**src/rtl/sfx_sequencer.sv**
```systemverilog
// Multi-channel sound-effect sequencer: latches event pulses and plays the highest-priority
// pending melody from parameter ROMs, one note per tick. Build option SFX_PREEMPT_EN enables preemption.
//
// state | meaning
// IDLE  | silent; on tick, start the lowest-index pending event
// PLAY  | sounding notes of active_event, one per tick
// REST  | one silent tick between repeats of the same melody
module sfx_sequencer #(
   parameter int NUM_EVENTS = 4,
   parameter int TONE_W     = 4,
   parameter int MAX_NOTES  = 8,
   parameter int LEN_W      = $clog2(MAX_NOTES + 1),
   parameter int REP_W      = 2,
   parameter logic [NUM_EVENTS*MAX_NOTES*TONE_W-1:0] NOTE_ROM =
      128'h00000006_00000004_79790740_25792229,
   parameter logic [NUM_EVENTS*LEN_W-1:0] LEN_ROM = 16'h1188,
   parameter logic [NUM_EVENTS*REP_W-1:0] REP_ROM = 8'h5A
) (
   input  logic                          clk,
   input  logic                          resetN,
   input  logic                          tick,
   input  logic [NUM_EVENTS-1:0]         event_pulse,
   output logic                          enable_sound,
   output logic [TONE_W-1:0]             tone,
   output logic                          busy,
   output logic [$clog2(NUM_EVENTS)-1:0] active_event,
   output logic                          done
);
   localparam int EV_W  = $clog2(NUM_EVENTS);
   localparam int IDX_W = (MAX_NOTES > 1) ? $clog2(MAX_NOTES) : 1;

   typedef enum logic [1:0] {IDLE = 2'd0, PLAY = 2'd1, REST = 2'd2} state_t;

   state_t                state, state_n;
   logic [IDX_W-1:0]      note_idx, note_idx_n;
   logic [REP_W-1:0]      rep_cnt, rep_cnt_n;
   logic [NUM_EVENTS-1:0] pending, clr_mask;
   logic [TONE_W-1:0]     tone_n;
   logic                  enable_n, busy_n, done_n, start;
   logic [EV_W-1:0]       active_n, sel_ev;
   logic                  sel_any;
   logic [LEN_W-1:0]      sel_len, act_len, nxt_idx;
   logic                  more_reps;

   // Length of zero disables the event; oversized lengths clamp to the note table depth.
   function automatic logic [LEN_W-1:0] len_of(input logic [EV_W-1:0] e);
      logic [LEN_W-1:0] l;
      l = LEN_ROM[int'(e)*LEN_W +: LEN_W];
      if (int'(l) > MAX_NOTES) l = LEN_W'(MAX_NOTES);
      return l;
   endfunction

   function automatic logic [REP_W:0] reps_of(input logic [EV_W-1:0] e);
      logic [REP_W-1:0] r;
      r = REP_ROM[int'(e)*REP_W +: REP_W];
      return (r == '0) ? (REP_W+1)'(1) : {1'b0, r};
   endfunction

   function automatic logic [TONE_W-1:0] note_of(input logic [EV_W-1:0] e,
                                                 input logic [IDX_W-1:0] n);
      return NOTE_ROM[(int'(e)*MAX_NOTES + int'(n))*TONE_W +: TONE_W];
   endfunction

   always_comb begin
      sel_any = 1'b0;
      sel_ev  = '0;
      for (int i = NUM_EVENTS - 1; i >= 0; i--) begin
         if (pending[i]) begin
            sel_any = 1'b1;
            sel_ev  = EV_W'(i);
         end
      end
   end

   assign sel_len   = len_of(sel_ev);
   assign act_len   = len_of(active_event);
   assign nxt_idx   = LEN_W'(note_idx) + LEN_W'(1);
   assign more_reps = ({1'b0, rep_cnt} + (REP_W+1)'(1)) < reps_of(active_event);

   always_comb begin
      state_n    = state;
      note_idx_n = note_idx;
      rep_cnt_n  = rep_cnt;
      tone_n     = tone;
      enable_n   = enable_sound;
      busy_n     = busy;
      active_n   = active_event;
      done_n     = 1'b0;
      clr_mask   = '0;
      start      = 1'b0;
      if (tick) begin
         case (state)
            IDLE: begin
               if (sel_any) begin
                  clr_mask[sel_ev] = 1'b1;
                  start            = (sel_len != '0);
               end
            end
            PLAY: begin
               if (nxt_idx < act_len) begin
                  note_idx_n = IDX_W'(nxt_idx);
                  tone_n     = note_of(active_event, IDX_W'(nxt_idx));
               end else if (more_reps) begin
                  state_n  = REST;
                  enable_n = 1'b0;
               end else begin
                  state_n  = IDLE;
                  enable_n = 1'b0;
                  busy_n   = 1'b0;
                  done_n   = 1'b1;
               end
            end
            REST: begin
               state_n    = PLAY;
               note_idx_n = '0;
               tone_n     = note_of(active_event, '0);
               enable_n   = 1'b1;
               rep_cnt_n  = rep_cnt + REP_W'(1);
            end
            default: state_n = IDLE;
         endcase
`ifdef SFX_PREEMPT_EN
         // A disabled (zero-length) higher-priority request is only cleared; play continues.
         if (state != IDLE && sel_any && sel_ev < active_event) begin
            clr_mask[sel_ev] = 1'b1;
            start            = (sel_len != '0);
         end
`endif
         if (start) begin
            state_n    = PLAY;
            note_idx_n = '0;
            rep_cnt_n  = '0;
            tone_n     = note_of(sel_ev, '0);
            enable_n   = 1'b1;
            busy_n     = 1'b1;
            active_n   = sel_ev;
            done_n     = 1'b0;
         end
      end
   end

   always_ff @(posedge clk or negedge resetN) begin
      if (!resetN) begin
         state        <= IDLE;
         note_idx     <= '0;
         rep_cnt      <= '0;
         pending      <= '0;
         tone         <= '0;
         enable_sound <= 1'b0;
         busy         <= 1'b0;
         active_event <= '0;
         done         <= 1'b0;
      end else begin
         state        <= state_n;
         note_idx     <= note_idx_n;
         rep_cnt      <= rep_cnt_n;
         // set wins over clear so a pulse for the event being started re-queues it
         pending      <= (pending & ~clr_mask) | event_pulse;
         tone         <= tone_n;
         enable_sound <= enable_n;
         busy         <= busy_n;
         active_event <= active_n;
         done         <= done_n;
      end
   end
endmodule

```
**config.mk**
```make
export PLATFORM = sky130hd
export DESIGN_NAME = sfx_sequencer
export DESIGN_NICKNAME = d
export VERILOG_FILES = /design/src/rtl/sfx_sequencer.sv
export SDC_FILE = /design/constraint.sdc
export NUM_CORES = 1
export LEC_CHECK = 0
export BUFFER_PORTS_ARGS = -buffer_cell sky130_fd_sc_hd__buf_4
export CAP_MARGIN = 20
export CORE_AREA = 4 4 72 61
export CTS_CLUSTER_DIAMETER = 60
export DETAILED_ROUTE_END_ITERATION = 6
export DIE_AREA = 0 0 76 65
export GPL_ROUTABILITY_DRIVEN = 0
export GPL_TIMING_DRIVEN = 0
export SYNTH_ARGS = -nofsm -noshare
export SYNTH_HDL_FRONTEND = slang
export SYNTH_SLANG_ARGS = --single-unit
export TNS_END_PERCENT = 1
```
**constraint.sdc**
```tcl
create_clock -name clk -period 6.75 [get_ports clk]
set_input_delay 1.35 -clock clk [delete_from_list [all_inputs] [get_ports clk]]
set_output_delay 1.35 -clock clk [all_outputs]
set_load 0.05 [all_outputs]
```
Word level (Yosys, flattened, before mapping)
Index checks and enable logic that the tools add are counted.
- flip-flop bits (word level): 20
- input port bits: 7
- output and inout bits: 9
- word-level logic and storage cells: 91
- add/sub/neg operators: 4
- magnitude comparators: 6
- eq/ne operators: 7
- shifts and indexed selects: 6
- mux-type cells: 43
- bitwise operators: 3
- reduce and logical (&&, ||, !) cells: 13
- operators with widths (operator ; count):
    $shiftx A128 B8 Y4 const A ; 2
    $shiftx A128 B9 Y4 const A ; 1
    $shiftx A16 B5 Y4 const A ; 2
    $mux W4 ; 7
    $mux W2 ; 10
    $mux W1 ; 19
    $reduce_and A3 Y1 ; 3
    $gt A4 B4 Y1 const B ; 2
    $pmux W4 S2 ; 1
    $shiftx A8 B4 Y2 const A ; 1
    $add A5 B3 Y6 ; 1
    $mux W3 ; 2
    $ne A3 B3 Y1 const B ; 2
    $pmux W2 S3 ; 1
    $pmux W3 S2 ; 1
    $add A3 B1 Y4 const B ; 1
    $and A4 B4 Y4 ; 1
    $logic_not A2 Y1 ; 2
    $lt A4 B4 Y1 ; 1
    $ne A2 B1 Y1 const B ; 2
    $not A4 Y4 ; 1
    $or A4 B4 Y4 ; 1
    $reduce_and A2 Y1 ; 2
    $reduce_and A4 Y1 ; 1
    14 further kinds ; 15

Depth between registers and ports, before layout
- depth in word-level cells: 14
- gate-level depth with buffers: 12
- depth with buffers taken out: 11

Least setup slack after synthesis
Ideal clock, no wire load.
- kind: input port to flip-flop
- start: input port tick
- end: register tone[0]
- setup time: 0.110 ns
- data arrival time: 2.475 ns
- required time: 6.640 ns
- setup slack: 4.165 ns
- stages on the path: 6
- path buffers: 2
- cell sequence: buf_2 > nand2_1 > a21o_1 > a32o_1 > buf_2 > o41ai_1
- word-level cells in the longest chain between the ends: 1
- ends and longest elaborated chain (item ; RTL line ; text):
    start: declaration ; 21 ; input logic tick,
    $reduce_and A3 Y1 (no source line) ; n/a ;
    end signal: assignment ; 159 ; tone <= tone_n;
    end: declaration ; 24 ; output logic [TONE_W-1:0] tone,
Every way passes these cells.
A chain may end at the register's enable or synchronous reset.

Final worst setup path
- start: register pending[1]
- end: register tone[1]
- word-level cells in the longest chain between the ends: 11
- elaborated cells on any way between the ends: 16
- those cells by class: 1 x order compare; 1 x eq/ne; 2 x shift; 9 x mux; 3 x reduce/logical
- ends and longest elaborated chain (item ; RTL line ; text):
    start: declaration ; 37 ; logic [NUM_EVENTS-1:0] pending, clr_mask;
    start signal: assignment ; 158 ; pending <= (pending & ~clr_mask) | event_pulse;
    $mux W2 (2 in a row) ; 68 ; if (pending[i]) begin
    $shiftx A16 B5 Y4 ; 48 ; l = LEN_ROM[int'(e)*LEN_W +: LEN_W];
    $gt A4 B4 Y1 ; 49 ; if (int'(l) > MAX_NOTES) l = LEN_W'(MAX_NOTES);
    $mux W4 ; 49 ;
    $reduce_bool A4 Y1 ; 96 ; start = (sel_len != '0);
    $mux W1 ; 94 ; if (sel_any) begin
    $mux W1 ; 92 ; case (state)
    $mux W1 ; 91 ; if (tick) begin
    $ne A3 B3 Y1 (no source line) / $reduce_bool A3 Y1 (equally long branches) ; n/a ;
    $reduce_and A3 Y1 (no source line) ; n/a ;
Parallel ways exist; a longest one is shown, timed or not. The select of a mux whose other input is x is not followed.

==> impl_metrics.yaml <==
synth:
  synthCells: 140
  synth.area.top_cells: "dfrtp_1 38%, ha_1 9.6%, nand2_1 5.2%"
  synth_edf_count: 0
  synth_top_cell_by_area: "dfrtp_1"
  yosysWarnings: 0
  synth.distinct_cells: 43
  async_flop_share_pct: 100
  synth_ff_type: "dfrtp_1"
  synth_area_sq_um: 1310
  synth_nets: 158
  yosys-top-cells-count: "20 x dfrtp_1, 18 x nand2_1, 11 x nor2_1, 10 x ha_1, 9 x inv_1"
  synth_top_area_share_pct: 38.3
  ys_seq_area_share_pct: 38.3
  yosysMostFrequentCell: "dfrtp_1"
  syn_avg_cell_area_sq_um: 9.33
  ys_ff_latch: 20
cells_and_area:
  diodes: 0
  final_cells: 201
  layout.nets: 177
  area_delta_synth_final_pct: 15.4
  layout-drive-gt1-share_pct: 15.9
worst_setup_path:
  crit_chain: "o41ai_4, nand2b_1, nor2_1, inv_1, ha_1, nor3_1, o41ai_1, o32a_1"
  crit_type: "flip-flop to flip-flop"
  rr_endpoint: "tone[1]"
  r2r_slack_ns: 4.17
  cp-startpoint: "pending[1]"
  worst_r2r_path_depth: 8
  critPathRequiredTime_ns: 6.90
  critPathArrivalTime_ns: 2.72
  cp-start-kind: "flip-flop"
  rr_startpoint: "pending[1]"
  cp_top_family: "compound AO/OA/AOI/OAI gates"
  worst_path_max_delay_cell: "o41ai_4"
  cp_max_fo: 9
  worstSetupEndpoint: "tone[1]"
  cp_num_cells: 8
  cp_num_buf_inv: 1
  end_kind: "flip-flop"
  critPathMaxStageDelay_ns: 0.63
floorplan:
  die_area_sq_um: 4940
  io_pins: 16
  fp.dieH_um: 65
  core-area_sq_um: 3680
  die_w_um: 76
  rows: 20
  initial_core_util_pct: 35.5
detailed_routing:
  vias_per_cell: 5.37
  post_drt_wl_per_cell_um: 14.4
  final_antenna_net_count: 0
  drc: 0
  dr_total_vias: 1079
  first_pass_iters: 4
  postRouteWirelength_um: 2900
  drt_iter0_drc: 32
clock_network:
  cts-resized-gates: 0
  cts_root_buf: "clkbuf_8"
  clock_sinks: 20
  holdBufCountCts: 0
  cts_tree: "built"
  insertion_delay_ns: 0.26
  path_clk_slew_ns: 0.08
  clockBufferDepth: 2
  post_cts_buffers: 0
  htreeDepth: 1
  cts_made_buffers: 3
sta:
  final.period_utilization_pct: 38.2
  worst_pin_slew_ns: 0.560
  setup_viol: 0
  finClkSkew_ns: 0.00550
  hold_viol: 0
  rsz0062_at_grt: "false"
  setup_tns_ns: 0
  fmax_ghz: 0.388
  slew_headroom_pct: 62.2
  drv_slew: 0
  period_needed_ns: 2.58
run:
  cap_violations: 0
power_and_ir_drop:
  vdd_drop_max_mv: 0.210
  powerDensity_nw_per_um2: 541
  p_leak_nw: 0.688
placement:
  hpwl_um: 2160
  dp.cells: 198
  portBuffers: 14
outcome:
  status: "complete, no violations"
global_route:
  grt_max_degree: 21
  antenna_found_initial: 0
  overflow: 0
  grt_first_pass_wirelength_um: 5110
  grt_pass1_vias: 1102
  grt_use_total_pct: 12.4
min_path:
  hp-class: "flip-flop to flip-flop"
per-layer routing:
layer	vias up	share of wire (%)	track usage, %
met4	0	0.93	4.22
met3	6	4.2	1.94
met5	-	0	0
met1	505	48	17.0
met2	29	47	20.1
li1	539	-	-
state kept, by name, indices dropped and copies added, names as in the netlist:
name          count
active_event      2
busy              1
done              1
enable_sound      1
note_idx          3
pending           4
rep_cnt           2
state             2
tone              4
stage by stage:
step | hold slack, ns | util [%] | worst slack, ns | instance area (sq um) | total power, mW
final | 0.482 | 41.0 | 4.17 | 1510 | 0.816
after floorplan | 0.468 | - | 4.16 | 1310 | 0.606
after global routing | 0.530 | 41.0 | 3.96 | 1510 | 0.890
after CTS | 0.493 | 41.0 | 4.17 | 1510 | 0.818
after detailed placement | 0.476 | 39.9 | 3.92 | 1470 | 0.735
after global placement | 0.469 | 39.9 | 3.97 | 1470 | 0.722
cell usage in the layout, fill, tap and decap left out, types with 3 or more instances in the layout:
cell | netlist | routed
clkbuf_8 | 0 | 3
a21o_1 | 3 | 3
nand2_1 | 18 | 18
nand2b_1 | 4 | 4
nand3_1 | 3 | 3
and2_1 | 3 | 3
ha_1 | 10 | 10
buf_4 | 0 | 14
o21ai_1 | 3 | 3
nor2_1 | 11 | 11
nor3b_1 | 3 | 3
o21ai_0 | 7 | 7
nor3_1 | 3 | 3
buf_2 | 3 | 3
dfrtp_1 | 20 | 20
a21oi_1 | 6 | 6
inv_1 | 9 | 9
cell type report:
cell class,instances,area (sq um)
fill,353,2170
multi-input combinational,107,753
sequential,20,500
timing repair buffer,14,105
tap,44,55.1
clock buffer,3,41.3
inverter,9,33.8
buffer,4,18.8
where the power goes:
part / switching [mW] / internal (mW)
clock network: 0.0390 / 0.0397
registers: 0.0409 / 0.162
logic: 0.334 / 0.200
total: 0.414 / 0.402
how the worst min path moves through the flow:
| stage | start | end | slack (ns) | cells after the start |
|---|---|---|---|---|
| after CTS | tone[0] | tone[0] | 0.49 | 2 |
| final | tone[0] | tone[0] | 0.48 | 2 |
| after global placement | tone[0] | tone[0] | 0.47 | 2 |
| after detailed placement | tone[0] | tone[0] | 0.48 | 2 |
| after global routing | tone[0] | tone[0] | 0.53 | 2 |
| after floorplan | note_idx[1] | note_idx[1] | 0.47 | 2 |
worst min-delay path, cell delays in order (launching register included):
cell and delay, ns:
dfrtp_1 0.35, nand2_1 0.05, o41ai_1 0.05
kinds of logic after synthesis:
family,count (synthesis),synth area share [%]
DFF,20,38.3
buffers and inverters,13,4.02
adders and majority gates,11,11.1
AOI/OAI and AO/OA,39,23.6
xor gates and xnor gates,3,2.01
and+or+nand+nor,53,20.1
muxes,1,0.862
Note: power is estimated with default switching activity, not from simulation.
